## config.mk

```make
export PLATFORM = sky130hd
export DESIGN_NAME = lcdi_phase_sched_flat
export DESIGN_NICKNAME = d
export VERILOG_FILES = /design/src/rtl/lcdi_phase_sched_if.sv /design/src/rtl/lcdi_phase_sched.sv /design/src/flat_wrapper.sv
export SDC_FILE = /design/constraint.sdc
export NUM_CORES = 1
export LEC_CHECK = 0
export ABC_AREA = 1
export CAP_MARGIN = 20
export CORE_AREA = 3 3 95 70
export CTS_CLUSTER_DIAMETER = 40
export DETAILED_ROUTE_END_ITERATION = 8
export DIE_AREA = 0 0 98 73
export PLACE_DENSITY = 0.75
export SKIP_CTS_REPAIR_TIMING = 1
export SLEW_MARGIN = 20
export SYNTH_ARGS = -nofsm -noshare
export SYNTH_HDL_FRONTEND = slang
export SYNTH_SLANG_ARGS = --single-unit
```

## constraint.sdc

```tcl
create_clock -name clk -period 2.18 [get_ports clk]
set_clock_uncertainty 0.1 [all_clocks]
set_input_delay 0.436 -clock clk [delete_from_list [all_inputs] [get_ports clk]]
set_output_delay 0.436 -clock clk [all_outputs]
set_load 0.01 [all_outputs]
```

## src/rtl/lcdi_phase_sched_if.sv

```systemverilog
// lcdi_phase_sched_if
// Control/status bundle between the frame/phase scheduler and its environment.
//   frame_start, abort, in_avail, out_ready : requests/flow control into the scheduler
//   phase, phase_en, col, row               : position broadcast to the datapath
//   data_in_valid, data_out_valid           : line-buffer advance / output-RAM write strobes
//   line_end, frame_end, busy, stall_cnt    : progress and status
// master: the environment (drives requests, observes status)
// slave : the scheduler
`timescale 1ns/1ps
interface lcdi_phase_sched_if #(
   parameter int PW = 3,
   parameter int CW = 11
);
   logic          frame_start;
   logic          abort;
   logic          in_avail;
   logic          out_ready;
   logic [PW-1:0] phase;
   logic          phase_en;
   logic [CW-1:0] col;
   logic [CW-1:0] row;
   logic          data_in_valid;
   logic          data_out_valid;
   logic          line_end;
   logic          frame_end;
   logic          busy;
   logic [15:0]   stall_cnt;

   modport master (
      output frame_start, abort, in_avail, out_ready,
      input  phase, phase_en, col, row, data_in_valid, data_out_valid,
             line_end, frame_end, busy, stall_cnt
   );

   modport slave (
      input  frame_start, abort, in_avail, out_ready,
      output phase, phase_en, col, row, data_in_valid, data_out_valid,
             line_end, frame_end, busy, stall_cnt
   );
endinterface

```

## src/rtl/lcdi_phase_sched.sv

```systemverilog
// lcdi_phase_sched
// Frame/phase scheduler for the line-based interpolation pipeline. Steps PHASES
// clock phases per group, walks col over LINE_LEN = IMG_W+FILL groups per line
// and row over a priming row plus IMG_H output rows, and emits registered
// fetch/write/line-end/frame-end strobes. Progress stalls on downstream
// backpressure (out_ready) or, at phase 0 only, on missing input data (in_avail).
// Ports:
//   clk    : clock
//   rst_n  : asynchronous active-low reset
//   bus    : lcdi_phase_sched_if.slave (requests in, position/strobes/status out)
//
// state   | meaning
// --------+-----------------------------------------------------------
// ST_IDLE | waiting for frame_start; counters held at 0
// ST_RUN  | sequencing a frame; advances on phase_en, else counts stall
`timescale 1ns/1ps
module lcdi_phase_sched #(
   parameter int IMG_W      = 960,
   parameter int IMG_H      = 540,
   parameter int FILL       = 3,
   parameter int PHASES     = 6,
   parameter int OUT_PHASES = 4,
   parameter int CW         = 11,
   parameter int PW         = 3
) (
   input  logic clk,
   input  logic rst_n,
   lcdi_phase_sched_if.slave bus
);

   localparam int LINE_LEN = IMG_W + FILL;

   localparam logic [PW-1:0] LP_PH_LAST  = PW'(PHASES - 1);
   localparam logic [PW-1:0] LP_PH_OUT   = PW'(PHASES - OUT_PHASES);
   localparam logic [CW-1:0] LP_COL_LAST = CW'(LINE_LEN - 1);
   localparam logic [CW-1:0] LP_FILL     = CW'(FILL);
   localparam logic [CW-1:0] LP_IMG_W    = CW'(IMG_W);
   localparam logic [CW-1:0] LP_ROW_LAST = CW'(IMG_H);

   typedef enum logic {
      ST_IDLE = 1'b0,
      ST_RUN  = 1'b1
   } state_t;

   state_t        r_state, w_state_nxt;
   logic [PW-1:0] r_phase, w_phase_nxt;
   logic [CW-1:0] r_col,   w_col_nxt;
   logic [CW-1:0] r_row,   w_row_nxt;
   logic [15:0]   r_stall_cnt, w_stall_nxt;
   logic          r_div, w_div_nxt;
   logic          r_dov, w_dov_nxt;
   logic          r_le,  w_le_nxt;
   logic          r_fe,  w_fe_nxt;

   logic w_phase_en;
   logic w_ph_last;
   logic w_col_last;
   logic w_row_last;

   always_comb begin
      w_ph_last  = (r_phase == LP_PH_LAST);
      w_col_last = (r_col == LP_COL_LAST);
      w_row_last = (r_row == LP_ROW_LAST);
      // in_avail only matters when a new group is about to be fetched (phase 0)
      w_phase_en = (r_state == ST_RUN) && !bus.abort && bus.out_ready &&
                   ((r_phase != '0) || bus.in_avail);

      w_state_nxt = r_state;
      w_phase_nxt = r_phase;
      w_col_nxt   = r_col;
      w_row_nxt   = r_row;
      w_stall_nxt = r_stall_cnt;
      w_div_nxt   = 1'b0;
      w_dov_nxt   = 1'b0;
      w_le_nxt    = 1'b0;
      w_fe_nxt    = 1'b0;

      case (r_state)
         ST_IDLE: begin
            if (bus.frame_start && !bus.abort) begin
               w_state_nxt = ST_RUN;
               w_phase_nxt = '0;
               w_col_nxt   = '0;
               w_row_nxt   = '0;
               w_stall_nxt = '0;
            end
         end
         ST_RUN: begin
            if (bus.abort) begin
               // stall_cnt deliberately kept so the aborted frame can be inspected
               w_state_nxt = ST_IDLE;
               w_phase_nxt = '0;
               w_col_nxt   = '0;
               w_row_nxt   = '0;
            end else if (w_phase_en) begin
               w_dov_nxt = (r_phase >= LP_PH_OUT) && (r_row != '0) && (r_col >= LP_FILL);
               w_div_nxt = w_ph_last && !(w_row_last && (r_col >= LP_IMG_W));
               w_le_nxt  = w_ph_last && w_col_last && (r_row != '0);
               w_fe_nxt  = w_ph_last && w_col_last && w_row_last;
               if (w_ph_last) begin
                  w_phase_nxt = '0;
                  if (w_col_last) begin
                     w_col_nxt = '0;
                     if (w_row_last) begin
                        w_row_nxt   = '0;
                        w_state_nxt = ST_IDLE;
                     end else begin
                        w_row_nxt = r_row + CW'(1);
                     end
                  end else begin
                     w_col_nxt = r_col + CW'(1);
                  end
               end else begin
                  w_phase_nxt = r_phase + PW'(1);
               end
            end else if (r_stall_cnt != 16'hFFFF) begin
               w_stall_nxt = r_stall_cnt + 16'd1;
            end
         end
         default: begin
            w_state_nxt = ST_IDLE;
            w_phase_nxt = '0;
            w_col_nxt   = '0;
            w_row_nxt   = '0;
         end
      endcase
   end

   always_ff @(posedge clk or negedge rst_n) begin
      if (!rst_n) begin
         r_state     <= ST_IDLE;
         r_phase     <= '0;
         r_col       <= '0;
         r_row       <= '0;
         r_stall_cnt <= '0;
         r_div       <= 1'b0;
         r_dov       <= 1'b0;
         r_le        <= 1'b0;
         r_fe        <= 1'b0;
      end else begin
         r_state     <= w_state_nxt;
         r_phase     <= w_phase_nxt;
         r_col       <= w_col_nxt;
         r_row       <= w_row_nxt;
         r_stall_cnt <= w_stall_nxt;
         r_div       <= w_div_nxt;
         r_dov       <= w_dov_nxt;
         r_le        <= w_le_nxt;
         r_fe        <= w_fe_nxt;
      end
   end

   assign bus.phase          = r_phase;
   assign bus.phase_en       = w_phase_en;
   assign bus.col            = r_col;
   assign bus.row            = r_row;
   assign bus.data_in_valid  = r_div;
   assign bus.data_out_valid = r_dov;
   assign bus.line_end       = r_le;
   assign bus.frame_end      = r_fe;
   assign bus.busy           = (r_state == ST_RUN);
   assign bus.stall_cnt      = r_stall_cnt;

endmodule

```

## src/flat_wrapper.sv

```systemverilog
// flat-port wrapper written by rule: the top's interface ports become plain ports
module lcdi_phase_sched_flat 
#(
   parameter int IMG_W      = 960,
   parameter int IMG_H      = 540,
   parameter int FILL       = 3,
   parameter int PHASES     = 6,
   parameter int OUT_PHASES = 4,
   parameter int CW         = 11,
   parameter int PW         = 3
)
  (clk, rst_n, bus_frame_start, bus_abort, bus_in_avail, bus_out_ready, bus_phase, bus_phase_en, bus_col, bus_row, bus_data_in_valid, bus_data_out_valid, bus_line_end, bus_frame_end, bus_busy, bus_stall_cnt);
  lcdi_phase_sched_if #(.PW(PW), .CW(CW)) bus_i ();
  input  logic clk;
  input  logic rst_n;
  input wire logic [$bits(bus_i.frame_start)-1:0] bus_frame_start;
  input wire logic [$bits(bus_i.abort)-1:0] bus_abort;
  input wire logic [$bits(bus_i.in_avail)-1:0] bus_in_avail;
  input wire logic [$bits(bus_i.out_ready)-1:0] bus_out_ready;
  output wire logic [$bits(bus_i.phase)-1:0] bus_phase;
  output wire logic [$bits(bus_i.phase_en)-1:0] bus_phase_en;
  output wire logic [$bits(bus_i.col)-1:0] bus_col;
  output wire logic [$bits(bus_i.row)-1:0] bus_row;
  output wire logic [$bits(bus_i.data_in_valid)-1:0] bus_data_in_valid;
  output wire logic [$bits(bus_i.data_out_valid)-1:0] bus_data_out_valid;
  output wire logic [$bits(bus_i.line_end)-1:0] bus_line_end;
  output wire logic [$bits(bus_i.frame_end)-1:0] bus_frame_end;
  output wire logic [$bits(bus_i.busy)-1:0] bus_busy;
  output wire logic [$bits(bus_i.stall_cnt)-1:0] bus_stall_cnt;
  assign bus_i.frame_start = bus_frame_start;
  assign bus_i.abort = bus_abort;
  assign bus_i.in_avail = bus_in_avail;
  assign bus_i.out_ready = bus_out_ready;
  assign bus_phase = bus_i.phase;
  assign bus_phase_en = bus_i.phase_en;
  assign bus_col = bus_i.col;
  assign bus_row = bus_i.row;
  assign bus_data_in_valid = bus_i.data_in_valid;
  assign bus_data_out_valid = bus_i.data_out_valid;
  assign bus_line_end = bus_i.line_end;
  assign bus_frame_end = bus_i.frame_end;
  assign bus_busy = bus_i.busy;
  assign bus_stall_cnt = bus_i.stall_cnt;
  lcdi_phase_sched #(.IMG_W(IMG_W), .IMG_H(IMG_H), .FILL(FILL), .PHASES(PHASES), .OUT_PHASES(OUT_PHASES), .CW(CW), .PW(PW)) u_core (.clk(clk), .rst_n(rst_n), .bus(bus_i));
endmodule
```

==> metrics.md <==
| Metric | Value |
|---|---|
| Share of layout cells above drive strength 1 | 7.63% |
| Finished Layout Cells | 560 |
| Initial Utilization | 50.2% |
| Crit Reg-Reg Endpoint | u_core.bus.stall_cnt[5] |
| Final Cycle Share | 91.5% |
| Post-DP HPWL | 5.74 mm |
| WHS | -0.00340 ns |
| Synth Instances | 417 |
| Synth top area cells | dfrtp_1 (40%), nand2_1 (16%), inv_1 (7.3%) |
| Max Slew Vio Count | 0 |
| Yosys top cell by area | dfrtp_1 |
| Largest net degree at the start of global routing | 28 |
| Placer Congestion | 0.913 |
| Synth Flop Type | dfrtp_1 |
| Vias per inst | 5.19 |
| Crit path capture type | output port |
| Finish-stage setup viols | 0 |
| Die H | 73 um |
| Placed cell area | 0.00357 mm2 |
| Post-route cell area | 0.00369 mm2 |
| EDFF count, synth | 0 |
| Slew margin rel. | 65.7% |
| Synth Register Bits | 46 |
| PnR worst setup slack | 0.186 ns |
| Tot GR Track Use | 21.6% |
| Worst R2R Setup Slack | 0.23 ns |
| Pwr dens | 648 mW/mm2 |
| Kind of critical path | flop to output port |
| Min Tclk post-route | 1.99 ns |
| Core area | 0.00573 mm2 |
| Setup WS pre-CTS | -0.188 ns |
| Total CTS buffers | 5 |
| Root Driver | clkbuf_8 |
| Status | finished with violations |
| Final antenna-violating net count | 0 |
| Port-buffer cells | 52 |
| DRT Pass-1 Iters | 5 |
| Nets | 497 |
| DRC errors left | 0 |
| CTS tree | yes |
| Placed cell count | 553 |
| Synth top area share | 40.1% |
| Most common cell in the netlist | nand2_1 |
| Vias after detailed routing | 2905 |
| Global-route wire length before repair | 12.5 mm |
| Worst r2r src | u_core.bus.stall_cnt[0] |
| Worst path arrival time | 1.46 ns |
| Worst Hold Class | input port to async pin |
| GR Overflow Total | 0 |
| CP Launch Point | u_core.bus.busy |
| Std cell rows | 23 |
| CTS clk-pin slew, worst paths | 0.09 ns |
| Post-synth cell types | 26 |
| Max-cap violations | 0 |
| Netlist Area Pre-Place | 0.00287 mm2 |
| Crit-path max FO | 14 |
| FMAX | 502 MHz |
| Initial antenna violation count | 0 |
| Post-synth ARST share | 100% |
| Clock sink count | 46 |
| Sequential area share after synthesis | 40.1% |
| Area growth from synthesis to layout | 28.4% |
| FF-to-FF path depth | 9 |
| H-tree depth | 2 |
| Post-Route WL | 7.43 mm |
| Initial DRC Count | 137 |
| Worst-margin pin slew | 0.514 ns |
| Worst VDD drop | 465 uV |
| Static Leak | 1.72 nW |
| N_diodes | 0 |
| Ys Warns | 0 |
| FILL cells | 521 |
| Failing checks | hold timing |
| Routed wire per std cell | 13.3 um |
| WP data required | 1.64 ns |
| Endpoints failing hold | 2 |
| Unrepaired setup endpoints after global routing | false |
| Syn avg cell area | 6.89 um2 |
| Die width | 98 um |
| Commonest cells post-synth | nand2_1 (119), inv_1 (56), dfrtp_1 (46) |
| CP Launch Type | flop |
| DIE AREA | 0.00715 mm2 |
| Clock Latency Late Sink | 0.30 ns |
| Ports | 53 |
| Syn_nets | 429 |
| Vias in the first global route | 2589 |
| Clock buffer depth | 2 |
[per-stage QoR]
step | setup TNS, ns | power, mW | utilization [%]
floorplan | 0 | 1.41 | -
global placement | -0.157 | 1.72 | 62.3
detailed placement | -0.466 | 1.75 | 62.3
CTS | -0.193 | 2.40 | 64.3
global route | 0 | 2.54 | 64.4
finish | 0 | 2.39 | 64.4
[registers in the layout, summed over array words and instances, names as in the netlist]
signal / cells
u_core.bus.stall_cnt: 16
u_core.bus.col: 11
u_core.bus.row: 11
u_core.bus.phase: 3
u_core.bus.busy: 1
u_core.bus.data_in_valid: 1
u_core.bus.data_out_valid: 1
u_core.bus.frame_end: 1
u_core.bus.line_end: 1
[layout by cell type, fill, tap and decap left out, types with 8 or more instances in the layout]
master             n
inv_1             56
o21ai_0           25
nor3_1            13
nand2_1          118
nand4_1           12
o21ai_1           18
buf_4             16
nor2_1            44
a21oi_1            8
nand3_1           36
clkdlybuf4s50_1   49
dfrtp_1           46
[area by class of cell]
type                       count  area, um2  area share, %
timing repair buffer          69        661           17.9
sequential                    46       1150           31.2
tap                           75       93.8           2.54
inverter                      59        221           6.00
clock buffer                   6       82.6           2.24
clock inverter                 1       30.0          0.814
multi-input combinational    304       1450           39.3
[logic make-up after synthesis]
| kind of cell | synth area share, % |
|---|---|
| compound gates | 10.2 |
| xor+xnor | 2.74 |
| fa+ha+maj | 2.61 |
| buf+inv | 9.54 |
| flops | 40.1 |
| simple gates | 34.8 |
[power by group]
part / switching (mW) / internal, mW / leakage [nW]
Clock: 0.284 / 0.367 / 0.0573
Sequential: 0.0903 / 0.918 / 0.636
Combinational: 0.427 / 0.307 / 1.03
Total: 0.801 / 1.59 / 1.72
[routing by layer]
| metal | up-vias | track usage [%] | part of all wire (%) |
|---|---|---|---|
| met2 | 101 | 31.0 | 40 |
| met3 | 4 | 3.53 | 7.7 |
| met4 | 0 | 3.23 | 0.43 |
| met5 | - | 0 | 0 |
| li1 | 1475 | - | - |
| met1 | 1325 | 34.5 | 52 |
[how the worst max path moves through the flow]
| stage | end | slack, ns | cells after the start |
|---|---|---|---|
| floorplan | u_core.bus.stall_cnt[8] | 0.51 | 9 |
| finish | bus_busy | 0.19 | 2 |
| detailed placement | bus_phase_en | -0.19 | 5 |
| global route | u_core.bus.stall_cnt[0] | 0.04 | 9 |
| CTS | bus_phase_en | -0.19 | 5 |
| global placement | bus_phase_en | -0.16 | 5 |
[critical path, stage by stage (launching register included)]
cell	delay, ns
dfrtp_1	0.37
buf_4	0.23
clkdlybuf4s50_1	0.57
Note: power is estimated with default switching activity, not from simulation.
